<file path="src/rtl/video_rx_timing_detect_if.sv">
// ---------------------------------------------------------------------------
// video_rx_timing_detect_if
// Parallel RGB video bus as produced by the HDMI driver / test pattern path.
//   RGB_Data   24  pixel {R,G,B}
//   RGB_HSync   1  horizontal sync (polarity chosen by the receiver)
//   RGB_VSync   1  vertical sync (polarity chosen by the receiver)
//   RGB_VDE     1  active video enable
// Modports: master drives the bus (source), slave receives it.
// ---------------------------------------------------------------------------
interface video_rx_timing_detect_if;
  logic [23:0] RGB_Data;
  logic        RGB_HSync;
  logic        RGB_VSync;
  logic        RGB_VDE;

  modport master (
    output RGB_Data,
    output RGB_HSync,
    output RGB_VSync,
    output RGB_VDE
  );

  modport slave (
    input RGB_Data,
    input RGB_HSync,
    input RGB_VSync,
    input RGB_VDE
  );
endinterface

</file>
<file path="src/rtl/video_rx_timing_detect.sv">
// ---------------------------------------------------------------------------
// video_rx_timing_detect
// Receive side of the RGB video interface. Recovers per-pixel X/Y coordinates,
// measures active/total line and frame geometry and declares lock once the
// geometry has repeated for LOCK_FRAMES consecutive frames.
// Ports:
//   clk          pixel clock
//   Rst          asynchronous reset, active-high (released synchronously)
//   vid          video input bus (slave modport)
//   Pix_Data     pixel data, aligned with Pix_Valid (0 when not valid)
//   Pix_Valid    active pixel, only after a VSync leading edge has been seen
//   Pix_X/Pix_Y  column / row of Pix_Data, saturating at 4095
//   Frame_Start  pulse with the first valid pixel of a frame
//   H_Active, V_Active, H_Total, V_Total  geometry of last completed frame
//   Locked       geometry stable
//   Timing_Err   one-cycle pulse on loss of lock (mismatch or timeout)
// All Pix_* outputs trail the input pins by exactly two clocks.
// ---------------------------------------------------------------------------
module video_rx_timing_detect #(
  parameter int SYNC_POL    = 1,
  parameter int LOCK_FRAMES = 2,
  parameter int TIMEOUT     = 4000000
) (
  input  logic                    clk,
  input  logic                    Rst,
  video_rx_timing_detect_if.slave vid,
  output logic [23:0]             Pix_Data,
  output logic                    Pix_Valid,
  output logic [11:0]             Pix_X,
  output logic [11:0]             Pix_Y,
  output logic                    Frame_Start,
  output logic [11:0]             H_Active,
  output logic [11:0]             V_Active,
  output logic [11:0]             H_Total,
  output logic [11:0]             V_Total,
  output logic                    Locked,
  output logic                    Timing_Err
);

  typedef enum logic [1:0] {
    UNLOCKED = 2'd0,
    CHECK    = 2'd1,
    LOCKED   = 2'd2
  } state_t;

  localparam logic [11:0] CNT_MAX = 12'hFFF;
  localparam logic [3:0]  LOCK_N  = 4'(LOCK_FRAMES);
  localparam logic [22:0] WD_LAST = 23'(TIMEOUT - 1);
  localparam logic [22:0] WD_HOLD = 23'(TIMEOUT);

  // Reset synchroniser: assertion is immediate, release waits for two clocks.
  logic [1:0] rst_sync;
  logic       rst_i;

  // Shift a released reset out through two flops.
  always_ff @(posedge clk or posedge Rst) begin
    if (Rst) begin
      rst_sync <= 2'b11;
    end else begin
      rst_sync <= {rst_sync[0], 1'b0};
    end
  end

  assign rst_i = rst_sync[1];

  // Input stage (s1) and one-cycle history (s2); syncs are normalised to
  // active-high here so all edge logic below is polarity independent.
  logic [23:0] data1;
  logic        hs1, vs1, vde1;
  logic        hs2, vs2, vde2;

  // Register the pins once, then keep the previous sample for edge detection.
  always_ff @(posedge clk or posedge rst_i) begin
    if (rst_i) begin
      data1 <= 24'd0;
      hs1   <= 1'b0;
      vs1   <= 1'b0;
      vde1  <= 1'b0;
      hs2   <= 1'b0;
      vs2   <= 1'b0;
      vde2  <= 1'b0;
    end else begin
      data1 <= vid.RGB_Data;
      hs1   <= (SYNC_POL != 0) ? vid.RGB_HSync : ~vid.RGB_HSync;
      vs1   <= (SYNC_POL != 0) ? vid.RGB_VSync : ~vid.RGB_VSync;
      vde1  <= vid.RGB_VDE;
      hs2   <= hs1;
      vs2   <= vs1;
      vde2  <= vde1;
    end
  end

  logic hs_lead, vs_lead, vde_rise, vde_fall;

  assign hs_lead  = hs1 & ~hs2;
  assign vs_lead  = vs1 & ~vs2;
  assign vde_rise = vde1 & ~vde2;
  assign vde_fall = ~vde1 & vde2;

  // Frame bookkeeping state, owned by the FSM block further down.
  state_t      state;
  logic [3:0]  match_cnt;
  logic        frame_seen;
  logic [22:0] wd_cnt;

  // Pixel coordinate next-state logic.
  logic        valid_s;
  logic [11:0] x_s;
  logic [11:0] y_s;
  logic        y_first_s;
  logic        y_first;

  // Next pixel coordinates; y_first marks that the next VDE rise is row 0.
  always_comb begin
    valid_s   = vde1 & (frame_seen | vs_lead);
    y_first_s = y_first | vs_lead;
    x_s       = Pix_X;
    y_s       = Pix_Y;
    if (vde1) begin
      if (vde_rise) begin
        x_s = 12'd0;
      end else if (Pix_X != CNT_MAX) begin
        x_s = Pix_X + 12'd1;
      end else begin
        x_s = Pix_X;
      end
    end else begin
      x_s = Pix_X;
    end
    if (vde_rise) begin
      if (y_first_s) begin
        y_s = 12'd0;
      end else if (Pix_Y != CNT_MAX) begin
        y_s = Pix_Y + 12'd1;
      end else begin
        y_s = Pix_Y;
      end
    end else begin
      y_s = Pix_Y;
    end
  end

  // Pixel output registers (second pipeline stage).
  always_ff @(posedge clk or posedge rst_i) begin
    if (rst_i) begin
      Pix_Data    <= 24'd0;
      Pix_Valid   <= 1'b0;
      Pix_X       <= 12'd0;
      Pix_Y       <= 12'd0;
      Frame_Start <= 1'b0;
      y_first     <= 1'b0;
    end else begin
      Pix_Data    <= valid_s ? data1 : 24'd0;
      Pix_Valid   <= valid_s;
      Pix_X       <= x_s;
      Pix_Y       <= y_s;
      Frame_Start <= valid_s & (x_s == 12'd0) & (y_s == 12'd0);
      y_first     <= vde_rise ? 1'b0 : y_first_s;
    end
  end

  // Running geometry counters of the frame in progress.
  logic [11:0] h_clk;
  logic [11:0] line_total;
  logic [11:0] act_cnt;
  logic [11:0] line_active;
  logic [11:0] v_line;
  logic [11:0] act_lines;

  // Line and frame counters; each saturates rather than wrapping.
  always_ff @(posedge clk or posedge rst_i) begin
    if (rst_i) begin
      h_clk       <= 12'd0;
      line_total  <= 12'd0;
      act_cnt     <= 12'd0;
      line_active <= 12'd0;
      v_line      <= 12'd0;
      act_lines   <= 12'd0;
    end else begin
      if (hs_lead) begin
        h_clk      <= 12'd1;
        line_total <= h_clk;
      end else if (h_clk != CNT_MAX) begin
        h_clk <= h_clk + 12'd1;
      end else begin
        h_clk <= h_clk;
      end

      if (vde_rise) begin
        act_cnt <= 12'd1;
      end else if (vde1 && (act_cnt != CNT_MAX)) begin
        act_cnt <= act_cnt + 12'd1;
      end else begin
        act_cnt <= act_cnt;
      end
      if (vde_fall) begin
        line_active <= act_cnt;
      end else begin
        line_active <= line_active;
      end

      // A VSync edge that coincides with an HSync edge already counts as line 1.
      if (vs_lead) begin
        v_line <= hs_lead ? 12'd1 : 12'd0;
      end else if (hs_lead && (v_line != CNT_MAX)) begin
        v_line <= v_line + 12'd1;
      end else begin
        v_line <= v_line;
      end

      if (vs_lead) begin
        act_lines <= vde_rise ? 12'd1 : 12'd0;
      end else if (vde_rise && (act_lines != CNT_MAX)) begin
        act_lines <= act_lines + 12'd1;
      end else begin
        act_lines <= act_lines;
      end
    end
  end

  // Measurement of the frame that closes on this VSync edge. Line values that
  // are being latched in this very cycle are taken straight from the counters.
  logic [11:0] h_act_s;
  logic [11:0] h_tot_s;
  logic [11:0] v_act_s;
  logic [11:0] v_tot_s;
  logic        match_s;

  // Assemble the closing-frame measurement and compare with the previous one.
  always_comb begin
    h_act_s = vde_fall ? act_cnt : line_active;
    h_tot_s = hs_lead ? h_clk : line_total;
    v_act_s = act_lines;
    v_tot_s = v_line;
    match_s = (h_act_s == H_Active) && (v_act_s == V_Active) &&
              (h_tot_s == H_Total) && (v_tot_s == V_Total);
  end

  // Lock FSM, watchdog and geometry outputs; the FSM only moves on a VSync
  // edge, except that the watchdog can force it back to UNLOCKED.
  always_ff @(posedge clk or posedge rst_i) begin
    if (rst_i) begin
      state      <= UNLOCKED;
      match_cnt  <= 4'd0;
      frame_seen <= 1'b0;
      wd_cnt     <= 23'd0;
      H_Active   <= 12'd0;
      V_Active   <= 12'd0;
      H_Total    <= 12'd0;
      V_Total    <= 12'd0;
      Locked     <= 1'b0;
      Timing_Err <= 1'b0;
    end else begin
      Timing_Err <= 1'b0;
      if (vs_lead) begin
        wd_cnt     <= 23'd0;
        frame_seen <= 1'b1;
        if (frame_seen) begin
          H_Active <= h_act_s;
          V_Active <= v_act_s;
          H_Total  <= h_tot_s;
          V_Total  <= v_tot_s;
          case (state)
            UNLOCKED: begin
              state     <= CHECK;
              match_cnt <= 4'd0;
              Locked    <= 1'b0;
            end
            CHECK: begin
              if (match_s) begin
                match_cnt <= match_cnt + 4'd1;
                if ((match_cnt + 4'd1) >= LOCK_N) begin
                  state  <= LOCKED;
                  Locked <= 1'b1;
                end else begin
                  state  <= CHECK;
                  Locked <= 1'b0;
                end
              end else begin
                match_cnt <= 4'd0;
                state     <= CHECK;
                Locked    <= 1'b0;
              end
            end
            LOCKED: begin
              if (!match_s) begin
                state      <= UNLOCKED;
                match_cnt  <= 4'd0;
                Locked     <= 1'b0;
                Timing_Err <= 1'b1;
              end else begin
                state  <= LOCKED;
                Locked <= 1'b1;
              end
            end
            default: begin
              state     <= UNLOCKED;
              match_cnt <= 4'd0;
              Locked    <= 1'b0;
            end
          endcase
        end
      end else if (wd_cnt == WD_LAST) begin
        // Timeout fires once, then the counter parks until the next VSync edge.
        wd_cnt     <= WD_HOLD;
        state      <= UNLOCKED;
        match_cnt  <= 4'd0;
        frame_seen <= 1'b0;
        Locked     <= 1'b0;
        Timing_Err <= (state == LOCKED);
      end else if (wd_cnt != WD_HOLD) begin
        wd_cnt <= wd_cnt + 23'd1;
      end else begin
        wd_cnt <= wd_cnt;
      end
    end
  end

endmodule

</file>
<file path="src/flat_wrapper.sv">
// flat-port wrapper written by rule: the top's interface ports become plain ports
module video_rx_timing_detect_flat 
#(
  parameter int SYNC_POL    = 1,
  parameter int LOCK_FRAMES = 2,
  parameter int TIMEOUT     = 4000000
)
  (clk, Rst, Pix_Data, Pix_Valid, Pix_X, Pix_Y, Frame_Start, H_Active, V_Active, H_Total, V_Total, Locked, Timing_Err, vid_RGB_Data, vid_RGB_HSync, vid_RGB_VSync, vid_RGB_VDE);
  video_rx_timing_detect_if vid_i ();
  input  logic clk;
  input  logic Rst;
  output logic [23:0] Pix_Data;
  output logic Pix_Valid;
  output logic [11:0] Pix_X;
  output logic [11:0] Pix_Y;
  output logic Frame_Start;
  output logic [11:0] H_Active;
  output logic [11:0] V_Active;
  output logic [11:0] H_Total;
  output logic [11:0] V_Total;
  output logic Locked;
  output logic Timing_Err;
  input wire logic [$bits(vid_i.RGB_Data)-1:0] vid_RGB_Data;
  input wire logic [$bits(vid_i.RGB_HSync)-1:0] vid_RGB_HSync;
  input wire logic [$bits(vid_i.RGB_VSync)-1:0] vid_RGB_VSync;
  input wire logic [$bits(vid_i.RGB_VDE)-1:0] vid_RGB_VDE;
  assign vid_i.RGB_Data = vid_RGB_Data;
  assign vid_i.RGB_HSync = vid_RGB_HSync;
  assign vid_i.RGB_VSync = vid_RGB_VSync;
  assign vid_i.RGB_VDE = vid_RGB_VDE;
  video_rx_timing_detect #(.SYNC_POL(SYNC_POL), .LOCK_FRAMES(LOCK_FRAMES), .TIMEOUT(TIMEOUT)) u_core (.clk(clk), .Rst(Rst), .vid(vid_i), .Pix_Data(Pix_Data), .Pix_Valid(Pix_Valid), .Pix_X(Pix_X), .Pix_Y(Pix_Y), .Frame_Start(Frame_Start), .H_Active(H_Active), .V_Active(V_Active), .H_Total(H_Total), .V_Total(V_Total), .Locked(Locked), .Timing_Err(Timing_Err));
endmodule
</file>
<file path="config.mk">
export PLATFORM = sky130hd
export DESIGN_NAME = video_rx_timing_detect_flat
export DESIGN_NICKNAME = d
export VERILOG_FILES = /design/src/rtl/video_rx_timing_detect_if.sv /design/src/rtl/video_rx_timing_detect.sv /design/src/flat_wrapper.sv
export SDC_FILE = /design/constraint.sdc
export NUM_CORES = 1
export LEC_CHECK = 0
export ABC_AREA = 1
export BUFFER_PORTS_ARGS = -buffer_cell sky130_fd_sc_hd__clkbuf_2
export CAP_MARGIN = 0
export CORE_ASPECT_RATIO = 0.6
export CORE_MARGIN = 8
export CORE_UTILIZATION = 30
export DETAILED_ROUTE_END_ITERATION = 7
export GPL_TIMING_DRIVEN = 0
export PLACE_DENSITY_LB_ADDON = 0.05
export SETUP_SLACK_MARGIN = 0.05
export SYNTH_ARGS = -nofsm -noshare
export SYNTH_HDL_FRONTEND = slang
export SYNTH_SLANG_ARGS = --single-unit
</file>
<file path="constraint.sdc">
create_clock -name clk -period 11.8 [get_ports clk]
set_input_delay 1.77 -clock clk [delete_from_list [all_inputs] [get_ports clk]]
set_output_delay 1.77 -clock clk [all_outputs]
set_load 0.05 [all_outputs]
</file>
=== Word-level counts from Yosys, hierarchy flattened ===
Index checks and enable logic that the tools add are counted.

* Register bits: 235
* Bits in latches: 0
* Bits in writable memories: 0
* ROM bits: 0
* Bits of input ports: 29
* Output and inout port bits: 100
* Memories kept: 0

* Add/subtract/negate cells: 8
* $mul: 0
* Divide/modulo/power cells: 0
* Order comparisons: 1
* Equal/unequal tests: 16
* Shift operators: 0
* Muxes and demuxes: 49
* Bitwise logic cells: 13
* Reductions and logical operators: 18

{| class="wikitable"
|+ Operators by type and width
! kind !! number
|-
| 12-bit two-way mux || 16
|-
| 12-bit by 1-bit adder with 12-bit output (second input constant) || 6
|-
| 12-bit != test (second input constant) || 6
|-
| 23-bit two-way mux || 3
|-
| 12-bit == test || 4
|-
| 12-bit zero test || 2
|-
| 24-bit two-way mux || 1
|-
| 23-bit by 1-bit adder with 23-bit output (second input constant) || 1
|-
| 23-bit by 22-bit == test with 1-bit output (second input constant) || 1
|-
| 23-bit by 22-bit != test with 1-bit output (second input constant) || 1
|-
| 4-bit two-way mux || 5
|-
| 1-bit two-way mux || 15
|-
| 2-bit two-way mux || 6
|-
| 2-bit nonzero test || 5
|-
| 4-bit one-hot mux with 2 select lines || 1
|-
| 1-bit AND || 7
|-
| 1-bit logical AND || 6
|-
| 2-bit one-hot mux with 3 select lines || 1
|-
| 4-bit by 1-bit adder with 4-bit output (second input constant) || 1
|-
| 4-bit by 2-bit greater-or-equal comparator with 1-bit output (second input constant) || 1
|-
| 1-bit inverter || 4
|-
| 2-bit AND reduction || 2
|-
| 3-bit != test (second input constant) || 1
|-
| 3-bit AND reduction || 1
|-
| 7 further kinds || 8
|}

=== Longest topological paths before layout ===
* Depth after elaboration: 11
* Mapped depth: 17
* Gate-level depth less buffers: 16

=== Worst setup path before layout ===
OpenSTA, ideal clock, no wires.

* Path type: reg2out
* Start: register u_core.Pix_Y[2]
* End: output port Pix_Y[2]
* Arrival time: 0.684 ns
* Required time: 10.030 ns
* Setup slack: 9.346 ns
* Cell stages (with the launch flop): 1
* Path through: dfrtp_1

{| class="wikitable"
|+ RTL lines
! what !! RTL line !! RTL
|-
| start: declaration || video_rx_timing_detect.sv:30 || <nowiki>output logic [11:0] Pix_Y,</nowiki>
|-
| start signal: assignment || video_rx_timing_detect.sv:156 || <nowiki>Pix_Y <= y_s;</nowiki>
|-
| end: declaration || flat_wrapper.sv:15 || <nowiki>output logic [11:0] Pix_Y;</nowiki>
|}

No word-level cell between the ends.

=== Worst setup path after layout ===
* Start: register u_core.Pix_X[7]
* End: output port Pix_X[7]

{| class="wikitable"
|+ RTL lines
! what !! RTL line !! RTL
|-
| start: declaration || video_rx_timing_detect.sv:29 || <nowiki>output logic [11:0] Pix_X,</nowiki>
|-
| start signal: assignment || video_rx_timing_detect.sv:155 || <nowiki>Pix_X <= x_s;</nowiki>
|-
| end: declaration || flat_wrapper.sv:14 || <nowiki>output logic [11:0] Pix_X;</nowiki>
|}

No word-level cell between the ends.

==> impl_metrics.py <==
metrics = {
    "detailed_routing": {
        "wl_per_cell_um": 16.0,
        "vias": 9036,
        "ant_nets": 0,
        "wl_um": 31800,
        "drc": 0,
        "firstDrtPassIters": 5,
        "avgViaCountPerCell": 4.54,
        "drtIter0Drc": 589,
    },
    "job": {
        "drv_cap": 0,
    },
    "critical_path": {
        "worstPathRequired_ns": 10.03,
        "path_max_fanout": 7,
        "cp-end-kind": "output pin",
        "cp_slowest_cell": "dfrtp_1",
        "reg2reg_depth": 8,
        "cp.buffers_inverters": 1,
        "crit_arrival_ns": 1.33,
        "start_kind": "register",
        "slowest_delay_ns": 0.48,
        "r2r_slack_ns": 9.23,
        "critPathTopFamily": "flip-flops",
        "path_cells": "clkbuf_2",
        "reg2reg_from": "u_core.vs1$_DFF_PP0_",
        "path_class": "reg -> out",
        "r2r-end": "u_core.H_Total[4]$_DFFE_PP0P_",
    },
    "clock_tree": {
        "cts_sinks": 235,
        "htree_levels": 1,
        "cts-buffers-inserted": 25,
        "clk_latency_ns": 0.54,
        "cts_hold_buf": 0,
        "cts_setup_buffers": 0,
        "clockBufferDepth": 3,
        "cts_tree": "done",
        "path_clk_slew_ns": 0.06,
        "cts-root-buf": "clkbuf_16",
        "cts_resized": 0,
    },
    "global_routing": {
        "grtUsageTotal": 0.148,
        "grt_pass1_vias": 8925,
        "grt_start_max_net_pins": 101,
        "grt_pass1_wl_um": 51500,
        "antenna_found_initial": 0,
        "grt_overflow": 0,
    },
    "die": {
        "dieArea_mm2": 0.0433,
        "ios": 129,
        "die_w_um": 263,
        "core_mm2": 0.0362,
        "rows": 54,
        "initial_core_util": 0.304,
        "die_h_um": 164,
    },
    "status": {
        "status": "complete, no violations",
    },
    "power": {
        "p_leak_uw": 0.00652,
        "ir_worst_vdd_v": 0.0000836,
        "p_per_area_mw_per_mm2": 154,
    },
    "min_path": {
        "hp-class": "reg -> reg",
        "hold_start": "u_core.rst_sync[0]$_DFF_PP1_",
        "holdPathStages": 0,
        "min_to": "u_core.rst_sync[1]$_DFF_PP1_",
    },
    "placed_design": {
        "numPortBuffers": 128,
        "place_area_mm2": 0.0123,
        "dp_cells": 1947,
        "gp_congestion": 0.777,
        "dpl.hpwl_um": 23300,
    },
    "synthesis": {
        "ys_ff_latch": 235,
        "synth_area_per_cell_um2": 8.21,
        "syn-instance-count": 1341,
        "synth_commonest_cells": "342 x nand2_1, 233 x dfrtp_1, 181 x inv_1, 128 x nor2_1, 112 x nand3_1",
        "synth_edf_count": 0,
        "yosysSeqAreaShare": 0.535,
        "synth_top_area_frac": 0.530,
        "yosys.cell_types.count": 43,
        "ys.warnings.count": 0,
        "syn_nets": 1384,
        "async_flop_share": 1.00,
        "synth.largest_area_cell": "dfrtp_1",
        "synth_area_mm2": 0.0110,
        "yosys-top-cells-area": "dfrtp_1 53%, nand2_1 12%, inv_1 6.2%, nand3_1 5.1%, o21ai_0 4.5%",
        "synth_ff_type": "dfrtp_1",
        "synth_most_common_cell": "nand2_1",
    },
    "finish": {
        "synthToLayoutAreaGrowth_pct": 19.1,
        "final_core_util": 0.362,
        "n_antenna_cell": 0,
        "final_nets": 1541,
        "top_regs": "u_core.Pix_Data: 24 flops, u_core.data1: 24 flops, u_core.wd_cnt: 23 flops",
        "drive_gt1_frac": 0.143,
        "fin_area_mm2": 0.0131,
        "fin_cells": 1989,
    },
    "sta": {
        "finalSetupViolCount": 0,
        "worstMarginPinSlew_ns": 0.770,
        "finalSetupTns_ns": 0,
        "fmax_mhz": 322,
        "skew_ns": 0.0182,
        "hold_violations": 0,
        "fin_crit_sh": 0.263,
        "slew_violations": 0,
        "fin_crit_ns": 3.10,
        "relSlewSlack": 0.485,
        "whs_ns": 0.359,
        "grt_setup_unrepaired": "no",
    },
}
-- metal layers --
metal / GRT usage / routed length [um]
met1: 0.230 / 17300
met2: 0.210 / 12800
met3: 0.0272 / 1240
met4: 0.0278 / 546
met5: 0 / 0
-- cell type report --
| cell class | count | area (um^2) |
|---|---|---|
| well taps | 476 | 596 |
| multi-input cells | 891 | 4290 |
| plain buffers | 29 | 130 |
| fillers | 3859 | 23100 |
| flip-flops and latches | 235 | 5880 |
| repair buffers | 130 | 696 |
| clock inverters | 7 | 60.1 |
| clock buffers | 35 | 743 |
| inverters | 186 | 706 |
-- cell families after synthesis --
group / share of synthesized area
AND/OR/NAND/NOR: 0.261
flip-flops: 0.535
buffers and inverters: 0.0753
AO/OA/AOI/OAI: 0.0788
XOR/XNOR: 0.0342
adder cells (fa/ha/maj): 0.0159
other: 0.000341
-- power by group --
part | internal [uW] | total, uW | leakage [uW] | switching [uW]
sequential | 860 | 907 | 0.00312 | 47.1
clock | 457 | 789 | 0.000406 | 332
combinational | 86.4 | 319 | 0.00299 | 232
total | 1400 | 2010 | 0.00652 | 612
-- how the worst max path moves through the flow --
stage	cells after the start	endpoint	slack, ns	from
global route	1	Pix_X[7]	8.60	u_core.Pix_X[7]$_DFF_PP0_
CTS	1	Pix_X[7]	8.66	u_core.Pix_X[7]$_DFF_PP0_
detailed placement	7	u_core.Pix_Data[9]$_DFF_PP0_	9.14	u_core.vs1$_DFF_PP0_
finish	1	Pix_X[7]	8.70	u_core.Pix_X[7]$_DFF_PP0_
floorplan	1	u_core.Frame_Start$_DFF_PP0_	5.09	u_core.rst_sync[1]$_DFF_PP1_
global placement	1	u_core.data1[9]$_DFF_PP0_	1.66	u_core.rst_sync[1]$_DFF_PP1_
-- cell usage in the layout (no fill, tap or decap), drive strengths merged, types with 4 or more instances in the layout --
master	synthesis	routed
o211ai	4	4
nand2	358	358
xnor2	27	27
buf	12	14
clkbuf	17	180
inv	185	185
a21oi	41	41
nor4	8	8
dfrtp	233	233
nand4	21	21
xor2	16	16
ha	14	14
nand3	113	113
o21ai	105	105
nor3	29	29
clkinv	1	7
nor2	137	137
-- per-stage QoR --
stage	setup WS, ns	power [uW]
final	8.70	2010
after global routing	8.60	2130
after CTS	8.66	2060
after detailed placement	9.14	1250
after global placement	1.66	1240
after floorplan	5.09	1140
Power figures use the tool's default switching activity.
